--- src/rtl/mbox_arb_pkg.sv ---
// rtl/mbox_arb_pkg.sv - shared state encoding and byte count for the mailbox write arbiter
package mbox_arb_pkg;

    typedef enum logic {
        MBOX_ARB_IDLE  = 1'b0,
        MBOX_ARB_SHIFT = 1'b1
    } mbox_arb_state_t;

    localparam int MBOX_BYTES = 4;

endpackage

--- src/rtl/mbox_wr_arbiter_rr_pick.sv ---
// rtl/mbox_wr_arbiter_rr_pick.sv - combinational round-robin priority encoder
// Searches i_ptr+1 .. i_ptr+NREQ (mod NREQ) and returns the first asserted request.
module rr_pick #(
    parameter int NREQ = 4,
    parameter int IW   = 2
) (
    input  logic [NREQ-1:0] i_req,
    input  logic [IW-1:0]   i_ptr,
    output logic [NREQ-1:0] o_onehot,
    output logic [IW-1:0]   o_idx,
    output logic            o_valid
);

    always_comb begin
        o_onehot = '0;
        o_idx    = '0;
        o_valid  = 1'b0;
        for (int i = 1; i <= NREQ; i++) begin
            if (!o_valid && i_req[(int'(i_ptr) + i) % NREQ]) begin
                o_valid  = 1'b1;
                o_idx    = IW'((int'(i_ptr) + i) % NREQ);
                o_onehot = NREQ'(1) << ((int'(i_ptr) + i) % NREQ);
            end
        end
    end

endmodule

--- src/rtl/mbox_wr_arbiter.sv ---
// rtl/mbox_wr_arbiter.sv - round-robin arbiter serializing 32-bit requester words into the mailbox byte port
// A lock held through a word's ack keeps the grant for that requester's next word.
module mbox_wr_arbiter
    import mbox_arb_pkg::*;
#(
    parameter int NREQ   = 4,
    parameter int WB_DW  = 32,
    parameter int WOU_DW = 8
) (
    input  logic                  wb_clk_i,
    input  logic                  wb_rst_n_i,
    input  logic [NREQ-1:0]       req_i,
    input  logic [NREQ-1:0]       lock_i,
    input  logic [NREQ*WB_DW-1:0] dat_i,
    output logic [NREQ-1:0]       ack_o,
    output logic [NREQ-1:0]       grant_o,
    output logic                  busy_o,
    output logic                  mbox_wr_o,
    output logic [WOU_DW-1:0]     mbox_do_o,
    input  logic                  mbox_full_i
);

    localparam int IW = $clog2(NREQ);
    localparam int CW = $clog2(MBOX_BYTES);
    localparam logic [CW-1:0] LAST_CNT = CW'(MBOX_BYTES - 1);

    mbox_arb_state_t  r_state;
    mbox_arb_state_t  w_state_nxt;
    logic [WB_DW-1:0] r_buf;
    logic [CW-1:0]    r_cnt;
    logic             r_lock;
    logic [NREQ-1:0]  r_grant;
    logic [IW-1:0]    r_owner;
    logic [IW-1:0]    r_ptr;

    logic [NREQ-1:0]  w_pick_oh;
    logic [IW-1:0]    w_pick_idx;
    logic             w_pick_vld;
    logic [NREQ-1:0]  w_sel_oh;
    logic [IW-1:0]    w_sel_idx;
    logic [WB_DW-1:0] w_sel_dat;
    logic             w_start;
    logic             w_write;
    logic             w_last;

    rr_pick #(
        .NREQ (NREQ),
        .IW   (IW)
    ) u_rr_pick (
        .i_req    (req_i),
        .i_ptr    (r_ptr),
        .o_onehot (w_pick_oh),
        .o_idx    (w_pick_idx),
        .o_valid  (w_pick_vld)
    );

    // While locked only the current owner may continue; everyone else waits.
    assign w_sel_oh  = r_lock ? r_grant : w_pick_oh;
    assign w_sel_idx = r_lock ? r_owner : w_pick_idx;
    assign w_sel_dat = dat_i[w_sel_idx*WB_DW +: WB_DW];

    always_ff @(posedge wb_clk_i or negedge wb_rst_n_i) begin
        if (!wb_rst_n_i) begin
            r_state <= MBOX_ARB_IDLE;
        end else begin
            r_state <= w_state_nxt;
        end
    end

    always_comb begin
        w_state_nxt = r_state;
        w_start     = 1'b0;
        w_write     = 1'b0;
        w_last      = 1'b0;
        unique case (r_state)
            MBOX_ARB_IDLE: begin
                w_start = r_lock ? req_i[r_owner] : w_pick_vld;
                if (w_start) begin
                    w_state_nxt = MBOX_ARB_SHIFT;
                end
            end
            MBOX_ARB_SHIFT: begin
                w_write = !mbox_full_i;
                w_last  = w_write && (r_cnt == LAST_CNT);
                if (w_last) begin
                    w_state_nxt = MBOX_ARB_IDLE;
                end
            end
            default: w_state_nxt = MBOX_ARB_IDLE;
        endcase
    end

    always_ff @(posedge wb_clk_i or negedge wb_rst_n_i) begin
        if (!wb_rst_n_i) begin
            r_buf   <= '0;
            r_cnt   <= '0;
            r_lock  <= 1'b0;
            r_grant <= '0;
            r_owner <= '0;
            r_ptr   <= IW'(NREQ - 1);
        end else if (r_state == MBOX_ARB_IDLE) begin
            if (w_start) begin
                r_buf   <= w_sel_dat;
                r_cnt   <= '0;
                r_grant <= w_sel_oh;
                r_owner <= w_sel_idx;
                r_ptr   <= w_sel_idx;
            end else if (!r_lock) begin
                r_grant <= '0;
            end
        end else if (w_write) begin
            r_buf <= r_buf >> WOU_DW;
            r_cnt <= r_cnt + CW'(1);
            if (w_last) begin
                r_lock <= lock_i[r_owner];
            end
        end
    end

    assign grant_o   = r_grant;
    assign busy_o    = (r_state == MBOX_ARB_SHIFT);
    assign mbox_wr_o = w_write;
    assign mbox_do_o = busy_o ? r_buf[WOU_DW-1:0] : '0;
    assign ack_o     = w_last ? r_grant : '0;

endmodule

--- config.mk ---
export PLATFORM = sky130hd
export DESIGN_NAME = mbox_wr_arbiter
export DESIGN_NICKNAME = d
export VERILOG_FILES = /design/src/rtl/mbox_arb_pkg.sv /design/src/rtl/mbox_wr_arbiter_rr_pick.sv /design/src/rtl/mbox_wr_arbiter.sv
export SDC_FILE = /design/constraint.sdc
export NUM_CORES = 1
export LEC_CHECK = 0
export BUFFER_PORTS_ARGS = -buffer_cell sky130_fd_sc_hd__buf_2
export CAP_MARGIN = 0
export CORE_MARGIN = 10
export CORE_UTILIZATION = 45
export DETAILED_ROUTE_END_ITERATION = 6
export HOLD_SLACK_MARGIN = 0.03
export PLACE_DENSITY = 0.76
export SYNTH_ARGS = -nofsm -noshare
export SYNTH_HDL_FRONTEND = slang
export SYNTH_SLANG_ARGS = --single-unit
--- constraint.sdc ---
create_clock -name wb_clk_i -period 3.3 [get_ports wb_clk_i]
set_input_delay 0.165 -clock wb_clk_i [delete_from_list [all_inputs] [get_ports wb_clk_i]]
set_output_delay 0.165 -clock wb_clk_i [all_outputs]
set_load 0.005 [all_outputs]
# Word level (Yosys, flattened, before mapping)
# Index checks and enable logic that the tools add are counted.
# Widths: inputs -> output; s select.
word_totals:
  elab_cells: 94
  reg_bits: 44
  romBits: 0
  latch_bits: 0
  ramBits: 0
  n_memories: 0
classes:
  addsub: 5
  order_cmp: 5
  div: 0
  mux: 47
  bitwise_logic: 6
  eq_ne: 2
  n_mul: 0
  reduce_logical: 17
  shifts: 5
op_table:
  columns: ["cell", "count"]
  rows:
  - ["$shiftx 128x8->32", 1]
  - ["$shl 1x32->4 const A", 4]
  - ["$mux 32", 3]
  - ["$mux 4", 8]
  - ["$mux 1", 20]
  - ["$lt 3x4->1 const B", 4]
  - ["$mux 2", 8]
  - ["$bmux 1 s2", 6]
  - ["$mux 8", 1]
  - ["$reduce_or 2->1", 4]
  - ["$add 2x1->2 const B", 3]
  - ["$reduce_and 2->1", 3]
  - ["$add 2x2->2 const B", 2]
  - ["$and 1x1->1 const A", 4]
  - ["$logic_and 1x1->1", 4]
  - ["$logic_not 1->1", 4]
  - ["$lt 2x3->1 const B", 1]
  - ["$reduce_and 3->1", 1]
  - ["$eq 2x2->1 const B", 1]
  - ["$ne 2x2->1 const B", 1]
  - ["$not 1->1", 2]
  - ["$pmux 1 s2", 1]
  - ["$reduce_bool 2->1", 1]

# Depth between registers and ports, before layout
depth:
  word_depth: 20
  depth_mapped: 12
  ltp_nobuf: 8

# By module
# Synthesis repeated with hierarchy kept, for this count alone.
unflattened:
  cells_unflattened: 560
  hier_area_um2: 4423.0
modules_own_cells:
  columns: ["mod", "seq_area_each_um2", "instances", "area_per_inst_um2", "cells_per_inst"]
  rows:
  - ["mbox_wr_arbiter", 1103.6, 1, 3792.4, 478]
  - ["rr_pick", 0.0, 1, 630.6, 82]

# Worst setup path after synthesis
# OpenSTA, ideal clock, no wires.
synth_timing:
  kind: "flip-flop to flip-flop"
  startpoint: "register r_ptr[0]"
  endpoint: "register r_buf[4]"
  arrival_time_ps: 2952
  path_slack_ps: 244
  path_stages_with_launch: 12
  required_time_ps: 3196
  n_path_buf: 4
  cell_sequence: "dfstp_2 > buf_4 > inv_1 > ha_1 > mux4_1 > o21ai_1 > o311ai_2 > buf_6 > and2_4 > buf_6 > buf_12 > a221oi_1"
synth_via:
  elab_chain_cells: 18
  elab_cells_between_ends: 38
synth_rtl:
  columns: ["element", "line", "rtl"]
  rows:
  - ["from (decl)", "mbox_wr_arbiter.sv:34", "logic [IW-1:0] r_ptr;"]
  - ["from (signal assigned)", "mbox_wr_arbiter.sv:100", "r_ptr <= IW'(NREQ - 1);"]
  - ["from (signal assigned)", "mbox_wr_arbiter.sv:107", "r_ptr <= w_sel_idx;"]
  - ["$add 2x1->2", "mbox_wr_arbiter_rr_pick.sv:19, mbox_wr_arbiter_rr_pick.sv:21", null]
  - ["$bmux 1 s2", "mbox_wr_arbiter_rr_pick.sv:19", "if (!o_valid && i_req[(int'(i_ptr) + i) % NREQ]) begin"]
  - ["$mux 1 (implied by the code) (2 in series)", "mbox_wr_arbiter_rr_pick.sv:19", null]
  - ["$mux 1", "mbox_wr_arbiter_rr_pick.sv:19", null]
  - ["$logic_not 1->1", "mbox_wr_arbiter_rr_pick.sv:19", null]
  - ["$logic_and 1x1->1", "mbox_wr_arbiter_rr_pick.sv:19", null]
  - ["$mux 1", "mbox_wr_arbiter_rr_pick.sv:19", null]
  - ["$logic_not 1->1", "mbox_wr_arbiter_rr_pick.sv:19", null]
  - ["$logic_and 1x1->1", "mbox_wr_arbiter_rr_pick.sv:19", null]
  - ["$mux 1", "mbox_wr_arbiter_rr_pick.sv:19", null]
  - ["$logic_not 1->1", "mbox_wr_arbiter_rr_pick.sv:19", null]
  - ["$logic_and 1x1->1", "mbox_wr_arbiter_rr_pick.sv:19", null]
  - ["$mux 2 or $mux 1 (tied branches)", "mbox_wr_arbiter_rr_pick.sv:19", null]
  - ["$mux 2 or $mux 1 (tied branches)", "mbox_wr_arbiter.sv:59, mbox_wr_arbiter.sv:77", null]
  - ["$shiftx 128x8->32 or $mux 1 (tied branches)", "mbox_wr_arbiter.sv:60, mbox_wr_arbiter.sv:75", null]
  - ["$mux 32 or $reduce_bool 2->1 (tied branches)", null, null]
  - ["$mux 32 or $reduce_and 2->1 (tied branches)", null, null]
  - ["to (signal assigned)", "mbox_wr_arbiter.sv:103", "r_buf <= w_sel_dat;"]
  - ["to (signal assigned)", "mbox_wr_arbiter.sv:112", "r_buf <= r_buf >> WOU_DW;"]
  - ["to (decl)", "mbox_wr_arbiter.sv:29", "logic [WB_DW-1:0] r_buf;"]
# Parallel ways exist; a longest one is shown, timed or not. The select of a mux whose other input is x is not followed.
# A chain may end at the register's enable or synchronous reset.

# Worst setup path in the final report
layout_timing:
  startpoint: "register r_ptr[0]"
  endpoint: "register r_buf[10]"
# Same word-level chain as after synthesis.

==> qor.yml <==
numCtsBuffers: 5
worstPathArrival_ns: 3.27
rrSetupSlack_ns: 0.18
drt-total-wl_um: 12400
run_status: "completed"
p_sw_uw: 2130
maxCapViolCount: 0
fp.dieW_um: 113
drt-initial-drc-count: 377
yosysUniqueCellTypes: 48
rows: 33
endpoint_kind: "flip-flop"
grt_setup_unrepaired: "false"
leakagePower_uw: 0.00240
insertion_delay_ns: 0.30
ys_async_sr_fraction_pct: 100
die_y_um: 113
grt_pass1_vias: 3857
ys_seq_area_share_pct: 28.5
drc: 0
port_buffers: 156
ys_top_cells_by_area: "dfrtp_1, mux2i_1, mux2_2, a222oi_1, a221oi_2"
gp_congestion: 0.886
drive_above_1_share_pct: 48.3
fin_crit_ns: 3.12
p_total_uw: 4690
path_clk_slew_ns: 0.09
cp.buffers_inverters: 2
htree_levels: 2
cts.sinks: 44
reg2reg_depth: 8
core_um2: 8300
grt-ovfl-total: 0
place_ws_ns: 0.0411
power_density_nw_per_um2: 970
cts_max_path_buffers: 2
grt_usage_pct: 17.9
stdcell_area_um2: 4840
mostFrequentLayoutCells: "buf_2, mux2i_1, dfrtp_1"
power_frac_clock_pct: 9.2
start_kind: "flip-flop"
nFillCells: 732
syn_area_per_cell_um2: 10.9
synth_nets: 502
cp_slowest_cell: "mux4_2"
peakVddDrop_mv: 0.638
crit_top_cell: "inv_1"
die_area_um2: 12700
dp_hpwl_um: 9250
combPwrFrac_pct: 70.4
area_delta_synth_final_pct: 25.1
synth_warnings: 0
setup_viol: 0
antenna_found_initial: 0
maxSlewHeadroom_pct: 33.0
mostFrequentLayoutCell: "buf_2"
hold_violations: 0
grt_first_pass_wirelength_um: 19400
yosys.area.top_type: "dfrtp_1"
viasPerCell: 5.91
switching_share_pct: 45.4
io_pins: 157
drt-wirelength-per-cell_um: 20.4
holdBufCountCts: 0
tightest_slew_ns: 1.00
dr_total_vias: 3591
mappedNetlistArea_um2: 3870
drt.antenna.violating_nets: 0
slew_violations: 0
synth_enable_flop_cells: 0
worstHoldPathType: "input pin to asynchronous set/reset pin"
skew_ns: 0.00430
setup_tns_ns: 0
first_pass_iters: 6
p_int_uw: 2560
yosys.area.top_type_share_pct: 27.2
crit_chain: "inv_1 -> ha_1 -> mux4_2 -> inv_1 -> a211oi_2 -> o311ai_4 -> and2_2 -> a221oi_2"
worstSetupStartpoint: "r_ptr[0]"
n_antenna_cell: 0
path_class: "flip-flop to flip-flop"
synth-seq-cells: 44
initial_core_util_pct: 46.6
final_nets: 649
finalWorstSetupSlack_ns: 0.176
r2r_end: "r_buf[10]"
critPathMaxStageDelay_ns: 0.60
worstReg2RegStart: "r_ptr[0]"
fmax_ghz: 0.320
cp.required_ns: 3.45
grt_max_degree: 45
cts-root-buf: "clkbuf_8"
synthFlopType: "dfrtp_1"
post_dp_cell_area_um2: 4670
cp_max_fo: 12
seq_power_share_pct: 20.4
fin_crit_sh_pct: 94.7
cts_tree: "done"
syn_inst: 355
critPathTopFamily: "compound AO/OA/AOI/OAI gates"
-- cells in the mapped netlist, drive strengths merged, types with 2 or more instances --
cell type and n:
ha 8, a221oi 25, nand2 14, buf 18, o21ai 6, mux2i 67
or2 2, nand2b 26, mux4 3, a222oi 28, nor2b 2, a21oi 2
nor2 16, inv 7, mux2 27, dfstp 2, o221ai 9, and2 9
a21boi 3, and3 4, clkbuf 14, a211oi 4, dfrtp 42, a31oi 4
-- metrics by stage --
stage	cells	hold WS, ns	utilization, %
after floorplan	355	-0.131	-
after global routing	608	0.0947	58.3
after global placement	594	0.385	56.2
after CTS	602	0.0657	57.6
final	608	0.0162	58.3
after detailed placement	594	0.390	56.2
-- power by group through the flow --
stage               Sequential, uW  Clock [uW]  Combinational (uW)
finish                         956         432                3310
global route                   983         458                3590
CTS                            963         434                3180
detailed placement             972           0                3170
global placement               959           0                3080
floorplan                      929           0                2520
-- cell families after synthesis --
logic type      Yosys count  share of synthesized area (%)
mux                      97                           27.1
compound gates           88                           23.6
simple gates             79                           11.9
flops                    44                           28.5
buf+inv                  39                           6.18
fa+ha+maj                 8                           2.59
-- worst max path at each step --
| stage | depth (start not counted) | slack [ns] | endpoint |
|---|---|---|---|
| after floorplan | 11 | 0.24 | r_buf[4] |
| after global placement | 7 | 0.16 | r_buf[3] |
| after detailed placement | 7 | 0.04 | r_buf[2] |
| after CTS | 7 | 0.008 | r_buf[2] |
| after global routing | 8 | 0.03 | r_buf[10] |
| final | 8 | 0.18 | r_buf[10] |
-- area by class of cell --
cell class / count / area, um^2 / area share, %
clock inverter: 3 / 46.3 / 0.957
tap: 105 / 131 / 2.71
inverter: 7 / 26.3 / 0.543
sequential: 44 / 1100 / 22.8
clock buffer: 5 / 68.8 / 1.42
multi-input combinational: 274 / 2550 / 52.7
timing repair buffer: 170 / 911 / 18.8
-- flip-flops by register name, summed over array words and instances, names as in the netlist --
signal,count
grant_o,4
r_cnt,2
r_lock,1
busy_o,1
r_ptr,2
r_owner,2
r_buf,32
-- timing repair --
action	CTS	global route
endpoints found under the setup margin	0	33
setup buffers	0	4
hold endpoints to repair	0	0
gates resized for setup	0	5
-- per-layer routing --
| layer | up-vias | part of all wire [%] | track usage, % |
|---|---|---|---|
| li1 | 1714 | - | - |
| met1 | 1703 | 43 | 22.8 |
| met2 | 164 | 49 | 29.6 |
| met3 | 10 | 7.4 | 4.70 |
| met4 | 0 | 1.1 | 4.23 |
| met5 | - | 0 | 0 |
-- worst reg2reg max path, cell delays in order (launching register included) --
cell and delay [ns]:
dfstp_2 0.53, inv_1 0.12, ha_1 0.41, mux4_2 0.60, inv_1 0.10, a211oi_2 0.09, o311ai_4 0.51, and2_2 0.52
a221oi_2 0.11
(Power assumes the default switching activity.)
